$ cat src/rtl/clk_meas_pkg.sv
// Shared types and default configuration for the clock ratio meter.
package clk_meas_pkg;

   typedef enum logic [0:0] {
      SEEK  = 1'b0,
      COUNT = 1'b1
   } meas_state_t;

   localparam int DEF_WIDTH       = 32;
   localparam int DEF_SYNC_STAGES = 2;
   localparam int DEF_LOCK_COUNT  = 4;
   localparam int DEF_TIMEOUT_MAX = 50_000_000;

endpackage

$ cat src/rtl/sig_edge_sync.sv
// Reset-to-one synchronizer for an asynchronous input, with rise/fall detection
// on the synchronized value.
module sig_edge_sync
   import clk_meas_pkg::*;
#(
   parameter int SYNC_STAGES = DEF_SYNC_STAGES
) (
   input  logic clk,
   input  logic reset,
   input  logic sig_in,
   output logic s,
   output logic rise,
   output logic fall
);

   logic [SYNC_STAGES-1:0] chain_r;
   logic                   s_d_r;

   // Synchronizer chain and delayed copy; reset high so a high input gives no false rise
   always_ff @(posedge clk) begin
      if (reset) begin
         chain_r <= {SYNC_STAGES{1'b1}};
         s_d_r   <= 1'b1;
      end else begin
         chain_r <= {chain_r[SYNC_STAGES-2:0], sig_in};
         s_d_r   <= chain_r[SYNC_STAGES-1];
      end
   end

   assign s    = chain_r[SYNC_STAGES-1];
   assign rise = s & ~s_d_r;
   assign fall = ~s & s_d_r;

endmodule

$ cat src/rtl/clk_ratio_meter.sv
// Measures period (and, with CLK_RATIO_METER_DUTY_MEASURE_EN, high time) of a slow
// signal in clk cycles, with lock and timeout status.
module clk_ratio_meter
   import clk_meas_pkg::*;
#(
   parameter int WIDTH       = DEF_WIDTH,
   parameter int SYNC_STAGES = DEF_SYNC_STAGES,
   parameter int LOCK_COUNT  = DEF_LOCK_COUNT,
   parameter int TIMEOUT_MAX = DEF_TIMEOUT_MAX
) (
   input  logic             clk,
   input  logic             reset,
   input  logic             sig_in,
   output logic [WIDTH-1:0] period,
   output logic [WIDTH-1:0] high_time,
   output logic             meas_valid,
   output logic             locked,
   output logic             timeout
);

   localparam int               MW        = $clog2(LOCK_COUNT + 1);
   localparam logic [MW-1:0]    LOCK_MAX  = MW'(LOCK_COUNT);
   localparam logic [MW-1:0]    MATCH_ONE = {{(MW-1){1'b0}}, 1'b1};
   localparam logic [WIDTH-1:0] CNT_MAX   = WIDTH'(TIMEOUT_MAX);
   localparam logic [WIDTH-1:0] CNT_ONE   = {{(WIDTH-1){1'b0}}, 1'b1};

   meas_state_t      state_r, state_next_s;
   logic [WIDTH-1:0] cnt_r, cnt_next_s;
   logic [WIDTH-1:0] period_r, period_next_s;
   logic [MW-1:0]    match_r, match_next_s;
   logic             meas_valid_r, meas_valid_next_s;
   logic             locked_r;
   logic             timeout_r, timeout_next_s;
   logic             s_s, rise_s, fall_s;
   logic             sync_unused_s;

`ifdef CLK_RATIO_METER_DUTY_MEASURE_EN
   logic [WIDTH-1:0] high_time_r, high_time_next_s;
   logic [WIDTH-1:0] hi_tmp_r, hi_tmp_next_s;
   logic             fall_seen_r, fall_seen_next_s;
`endif

   sig_edge_sync #(
      .SYNC_STAGES (SYNC_STAGES)
   ) u_sync (
      .clk    (clk),
      .reset  (reset),
      .sig_in (sig_in),
      .s      (s_s),
      .rise   (rise_s),
      .fall   (fall_s)
   );

`ifdef CLK_RATIO_METER_DUTY_MEASURE_EN
   assign sync_unused_s = s_s;
`else
   assign sync_unused_s = s_s ^ fall_s;
`endif

   // Next-state, counter, match and measurement logic
   always_comb begin
      state_next_s      = state_r;
      cnt_next_s        = cnt_r;
      period_next_s     = period_r;
      match_next_s      = match_r;
      meas_valid_next_s = 1'b0;
      timeout_next_s    = timeout_r;
`ifdef CLK_RATIO_METER_DUTY_MEASURE_EN
      high_time_next_s  = high_time_r;
      hi_tmp_next_s     = hi_tmp_r;
      fall_seen_next_s  = fall_seen_r;
`endif
      case (state_r)
         SEEK: begin
            if (rise_s) begin
               state_next_s   = COUNT;
               cnt_next_s     = CNT_ONE;
               timeout_next_s = 1'b0;
`ifdef CLK_RATIO_METER_DUTY_MEASURE_EN
               fall_seen_next_s = 1'b0;
`endif
            end else begin
               state_next_s = SEEK;
            end
         end
         COUNT: begin
            if (rise_s) begin
               period_next_s     = cnt_r;
               meas_valid_next_s = 1'b1;
               cnt_next_s        = CNT_ONE;
               // match_r is zero until a measurement exists since reset or timeout
               if ((match_r != {MW{1'b0}}) && (cnt_r == period_r)) begin
                  match_next_s = (match_r == LOCK_MAX) ? LOCK_MAX : (match_r + MATCH_ONE);
               end else begin
                  match_next_s = MATCH_ONE;
               end
`ifdef CLK_RATIO_METER_DUTY_MEASURE_EN
               high_time_next_s = fall_seen_r ? hi_tmp_r : cnt_r;
               fall_seen_next_s = 1'b0;
`endif
            end else if (cnt_r == CNT_MAX) begin
               timeout_next_s = 1'b1;
               match_next_s   = {MW{1'b0}};
               state_next_s   = SEEK;
            end else begin
               cnt_next_s = cnt_r + CNT_ONE;
`ifdef CLK_RATIO_METER_DUTY_MEASURE_EN
               if (fall_s) begin
                  hi_tmp_next_s    = cnt_r;
                  fall_seen_next_s = 1'b1;
               end else begin
                  fall_seen_next_s = fall_seen_r;
               end
`endif
            end
         end
         default: begin
            state_next_s = SEEK;
         end
      endcase
   end

   // State and output registers
   always_ff @(posedge clk) begin
      if (reset) begin
         state_r      <= SEEK;
         cnt_r        <= {WIDTH{1'b0}};
         period_r     <= {WIDTH{1'b0}};
         match_r      <= {MW{1'b0}};
         meas_valid_r <= 1'b0;
         locked_r     <= 1'b0;
         timeout_r    <= 1'b0;
      end else begin
         state_r      <= state_next_s;
         cnt_r        <= cnt_next_s;
         period_r     <= period_next_s;
         match_r      <= match_next_s;
         meas_valid_r <= meas_valid_next_s;
         locked_r     <= (match_next_s == LOCK_MAX);
         timeout_r    <= timeout_next_s;
      end
   end

`ifdef CLK_RATIO_METER_DUTY_MEASURE_EN
   // High-time capture registers
   always_ff @(posedge clk) begin
      if (reset) begin
         high_time_r <= {WIDTH{1'b0}};
         hi_tmp_r    <= {WIDTH{1'b0}};
         fall_seen_r <= 1'b0;
      end else begin
         high_time_r <= high_time_next_s;
         hi_tmp_r    <= hi_tmp_next_s;
         fall_seen_r <= fall_seen_next_s;
      end
   end

   assign high_time = high_time_r;
`else
   assign high_time = {WIDTH{1'b0}};
`endif

   assign period     = period_r;
   assign meas_valid = meas_valid_r;
   assign locked     = locked_r;
   assign timeout    = timeout_r;

endmodule

$ cat config.mk
export PLATFORM = sky130hd
export DESIGN_NAME = clk_ratio_meter
export DESIGN_NICKNAME = d
export VERILOG_FILES = /design/src/rtl/clk_meas_pkg.sv /design/src/rtl/sig_edge_sync.sv /design/src/rtl/clk_ratio_meter.sv
export SDC_FILE = /design/constraint.sdc
export NUM_CORES = 1
export LEC_CHECK = 0
export ABC_AREA = 1
export CORE_ASPECT_RATIO = 0.75
export CORE_MARGIN = 5
export CORE_UTILIZATION = 49
export CTS_CLUSTER_DIAMETER = 60
export CTS_CLUSTER_SIZE = 12
export DETAILED_ROUTE_END_ITERATION = 8
export PLACE_DENSITY = 0.8
export SETUP_SLACK_MARGIN = 0.2
export SLEW_MARGIN = 5
export SYNTH_ARGS = -nofsm -noshare
export SYNTH_HDL_FRONTEND = slang
export SYNTH_HIERARCHICAL = 1
export SYNTH_SLANG_ARGS = --single-unit
$ cat constraint.sdc
create_clock -name clk -period 1.5 [get_ports clk]
set_input_delay 0.3 -clock clk [delete_from_list [all_inputs] [get_ports clk]]
set_output_delay 0.3 -clock clk [all_outputs]
set_load 0.02 [all_outputs]
==> impl_metrics.ini, run 1 <==
[power]
power_frac_comb_pct = 7.6
power_switching_mw = 1.10
internal_power_mw = 3.57
p_leak_nw = 3.16
powerDensity_nw_per_um2 = 677
peakVddDrop_uv = 878
p_sw_share_pct = 23.6
power_frac_clock_pct = 50.1
seqPwrFrac_pct = 42.3

[final_layout]
drive_above_1_share_pct = 45.3
finalNonFillerCells = 988
diodes = 0
nets = 878
area_growth_pct = 55.3

[drt]
post-route-drc-count = 0
ant_nets = 0
totalWireLength_um = 17500
vias = 5338
firstDrtPassIters = 6
wl_per_cell_um = 17.7
via_per_inst = 5.40
dr.first_iter.drc_count = 417

[timing]
rsz0062_at_grt = true
fin_skew_ps = 3.68
drv_slew = 0
fin_ws_ps = -213
finalCritPeriodShare_pct = 114
layout_min_cycle_time_ps = 1710
fmaxAchievable_mhz = 584
report.final.hold_viol_count = 0
setup_viol = 36

[worst_setup_path]
rr_startpoint = cnt_r[1]
startpoint_type = flop
max_stage_delay_ps = 410
critPathCaptureType = flop
worstPathArrival_ps = 1990
cp_data_required_time_ps = 1780
path_cells = ha_4 -> nand2_4 -> nor3_4 -> nand3_2 -> nor2_2 -> and3_4 -> nand2_4 -> nand2_2 -> nand2_1 -> nor2_1
path_max_fanout = 6
rr_worst_depth = 10
crit_slowest_cell = dfxtp_4
r2r_end = cnt_r[22]
path_common_cell = nand2_4
r2r_setup_slack_ps = -210
crit_type = reg2reg

[grt]
grt_pass1_wl_um = 26500
track_usage_pct = 30.8
grt.overflow.total = 0
grt_max_degree = 35
first_global_vias = 5029
antenna_found_initial = 0

[min_path]
hp-start = u_sync/chain_r[0]
hold_end = u_sync/chain_r[1]
hold_class = reg2reg
holdPathStages = 2

[clocking]
clkTransAtPathRegs_ps = 60
cts_buffers = 9
cts-root-buf = clkbuf_16
cts_max_level = 3
cts_buffer_depth = 2
cts_tree = yes
cts_sinks = 74
clkLatencyLatePin_ps = 340

[placed_design]
place_ws_ps = -473
port_buffers = 37
dp.cells = 947
gp_congestion = 0.999
hpwl_um = 12100

[logic_synthesis]
syn_avg_cell_area_um2 = 6.46
synth_cells = 687
yosys_warnings = 6
syn-cell-area_um2 = 4440

[die]
ios = 70
initial_utilization_pct = 49.7
die_h_um = 92.4
fp-row-count = 30
dieArea_um2 = 11100
chipWidth_um = 120
fp.coreArea_um2 = 8930

[status]
status = finished, violations left
failed_checks = setup timing

[flow_run]
drv_cap = 0
critical path, delay by kind of cell (launching register included):
kind	cells	cell delay [ps]
DFF	1	410
adders and majority gates	1	170
and+or+nand+nor	9	1080
per-stage QoR:
step                      utilization [%]  total power, mW  cell area (um^2)  setup TNS [ps]  hold slack (ps)
after floorplan                         -             2.26              4650               0              381
after global placement               65.7             2.29              5870           -8010              396
after detailed placement             65.7             2.29              5870           -8520              411
after CTS                            74.0             4.67              6620           -4080              427
after global routing                 77.2             4.83              6900           -8420              456
final                                77.2             4.67              6900           -5680              421
layout by cell type (no fill, tap or decap), types with 19 or more instances in the layout:
cell	instances
nand2_1	151
buf_6	19
nand3_1	22
conb_1	32
nand2_2	20
a21oi_1	36
buf_4	137
nand4_1	22
dfxtp_2	34
inv_1	60
nor2_1	53
nor2_2	19
o21ai_0	33
dfxtp_1	33
flip-flops by register name, summed over array words and instances (netlist names):
name	cells
cnt_r	32
period	32
match_r	3
u_sync/chain_r	2
locked	1
meas_valid	1
state_r	1
timeout	1
u_sync/s_d_r	1
worst max path at each step:
stage,start,to,slack (ps)
floorplan,cnt_r[9],cnt_r[0],20
detailed placement,reset,cnt_r[17],-470
global route,cnt_r[4],locked,-310
global placement,reset,cnt_r[3],-480
finish,cnt_r[1],cnt_r[22],-210
CTS,cnt_r[1],cnt_r[25],-150
per-layer routing:
layer	up-vias	track usage, %	part of all wire, %
met5	-	0	0
met4	0	13.0	3.8
met3	55	8.42	9.9
met2	289	48.4	46
met1	2484	39.9	41
li1	2510	-	-
area by class of cell:
class	instances	area [um^2]
Clock buffer	10	239
Clock inverter	6	80.1
Multi-Input combinational cell	510	3010
Timing Repair Buffer	197	1580
Tap cell	112	140
Sequential cell	74	1550
Inverter	79	304
Fill cell	661	2040
power by group through the flow:
stage          Sequential, mW  Clock [mW]  Combinational (mW)
2_1_floorplan            2.03           0               0.235
3_3_place_gp             2.02           0               0.266
3_5_place_dp             2.02           0               0.268
4_1_cts                  1.98        2.36               0.329
5_1_grt                  1.98        2.48               0.369
6_report                 1.97        2.34               0.354
what timing repair did:
item                                    in CTS  in global routing
pin swaps                                   35                 36
setup buffers                               16                  7
endpoints found under the setup margin     104                 84
gates resized for setup                    191                109
hold buffers                                 0                  0
cloned                                       2                  0
Power figures use the tool's default switching activity.
==> run 2, diff against run 1 <==
Settings changed: ABC_CLOCK_PERIOD_IN_PS set to 1500.
==> results of run 2 <==
Final layout, timing and power as in run 1 (identical DEF).
==> run 3, diff against run 2 <==
Settings changed: PLACE_DENSITY 0.8 to 0.85.
==> impl_metrics.ini, run 3 (synthesis results as in run 1) <==
[status]
status = finished, violations left
failed_checks = setup timing

[die]
ios = 70
fp.coreArea_um2 = 8930
die_h_um = 92.4
fp-row-count = 30
chipWidth_um = 120
dieArea_um2 = 11100
initial_utilization_pct = 49.7

[grt]
grt_max_degree = 41
antenna_found_initial = 0
first_global_vias = 4734
grt.overflow.total = 0
grt_pass1_wl_um = 24200
track_usage_pct = 27.8

[drt]
post-route-drc-count = 0
wl_per_cell_um = 16.6
totalWireLength_um = 15900
ant_nets = 0
dr.first_iter.drc_count = 405
via_per_inst = 5.39
firstDrtPassIters = 6
vias = 5161

[worst_setup_path]
startpoint_type = flop
max_stage_delay_ps = 340
crit_type = reg2reg
path_cells = nor2_1 -> nand4_1 -> nor2_2 -> nand3_2 -> nand2_4 -> buf_12 -> nor2_2 -> nand2_1 -> nand2_1 -> nor2_1
crit_family = simple AND/OR/NAND/NOR gates
crit_buf_inv = 1
path_max_fanout = 6
worstPathArrival_ps = 2030
crit_slowest_cell = dfxtp_1
cp_data_required_time_ps = 1770
critPathCaptureType = flop

[clocking]
cts_tree = yes
clkLatencyLatePin_ps = 340
cts_sinks = 74
cts_buffer_depth = 2
cts-root-buf = clkbuf_16
clkTransAtPathRegs_ps = 60
cts_hold_buf = 0
cts_buffers = 9
cts_max_level = 3

[timing]
hold_slack_ps = 420
finalCritPeriodShare_pct = 117
drv_slew = 0
layout_min_cycle_time_ps = 1760
fin_ws_ps = -262
rsz0062_at_grt = true
fmaxAchievable_mhz = 568
report.final.hold_viol_count = 0
fin_skew_ps = 5.56
setup_viol = 38

[flow_run]
drv_cap = 0

[final_layout]
nets = 847
mostFrequentLayoutCells = nand2_1 (158), buf_4 (121), inv_1 (60), nor2_1 (55), dfxtp_2 (39)
diodes = 0
drive_above_1_share_pct = 40.9
area_growth_pct = 45.5
final_common_cell = nand2_1

[power]
power.total_mw = 4.75
p_sw_share_pct = 23.5
power_frac_comb_pct = 6.9
powerDensity_nw_per_um2 = 735
power_frac_clock_pct = 51.4
seqPwrFrac_pct = 41.7
p_leak_nw = 2.86
peakVddDrop_uv = 689
internal_power_mw = 3.63
power_switching_mw = 1.12

[placed_design]
gp_congestion = 0.958
hpwl_um = 11700
port_buffers = 37

[min_path]
hold_class = reg2reg
run 3: cell types whose count changed in the layout (fill, tap and decap cells not counted), moves of 3 or more:
| cell | change |
|---|---|
| o21ai_0 | +4 |
| clkdlybuf4s15_2 | -6 |
| buf_6 | -16 |
| clkbuf_2 | +3 |
| nand2_4 | -9 |
| dfxtp_2 | +5 |
| buf_4 | -16 |
| nor3_1 | +3 |
| nand2_1 | +7 |
| dfxtp_4 | -3 |
run 3: worst register-to-register path, cell delays in order (launching register included):
cell and delay, ps:
dfxtp_1 340, nor2_1 180, nand4_1 200, nor2_2 240, nand3_2 160, nand2_4 160
buf_12 140, nor2_2 40, nand2_1 60, nand2_1 50, nor2_1 120
run 3: per-layer routing:
metal  vias to the layer above  share of wire (%)  GRT usage [%]
li1                       2446                  -              -
met1                      2423                 43           38.9
met2                       260                 46           43.5
met3                        32                8.6           6.11
met4                         0                2.4           7.05
met5                         -                  0              0
run 3: power groups by stage:
stage	clock network [mW]	registers (mW)	logic [mW]
after CTS	2.45	1.98	0.301
after global routing	2.56	1.98	0.346
final	2.44	1.98	0.327
after global placement	0	2.02	0.260
after floorplan	0	2.03	0.235
after detailed placement	0	2.03	0.265
run 3: path summary, 6_finish.rpt:
check / start / to / slack [ps] / cells past startpoint
max: cnt_r[29] / cnt_r[12] / -260 / 10
min reg2reg: u_sync/chain_r[0] / u_sync/chain_r[1] / 420 / 2
max reg2reg: cnt_r[29] / cnt_r[12] / -260 / 10
min: u_sync/chain_r[0] / u_sync/chain_r[1] / 420 / 2
run 3: final cells by class:
cell class              count  area, um^2
multi-input cells         508        2820
well taps                 112         140
repair buffers            168        1310
clock buffers              10         250
flip-flops and latches     74        1550
fillers                   712        2470
inverters                  79         304
clock inverters             6        86.3
run 3: per-stage QoR:
step	std cells	setup slack, ps	util [%]	setup TNS, ps	area [um^2]
floorplan	718	25.0	-	0	4650
global placement	933	-271	64.6	-5550	5780
detailed placement	933	-240	64.6	-6620	5780
CTS	954	-181	71.1	-3740	6350
global route	957	-298	72.3	-8250	6460
finish	957	-262	72.3	-6530	6460
run 3: what timing repair did:
| item | in CTS | in global routing |
|---|---|---|
| setup endpoints to repair | 74 | 78 |
| gates cloned | 1 | 0 |
| pin swaps | 20 | 27 |
| gates resized for setup | 160 | 82 |
| setup buffers | 4 | 3 |
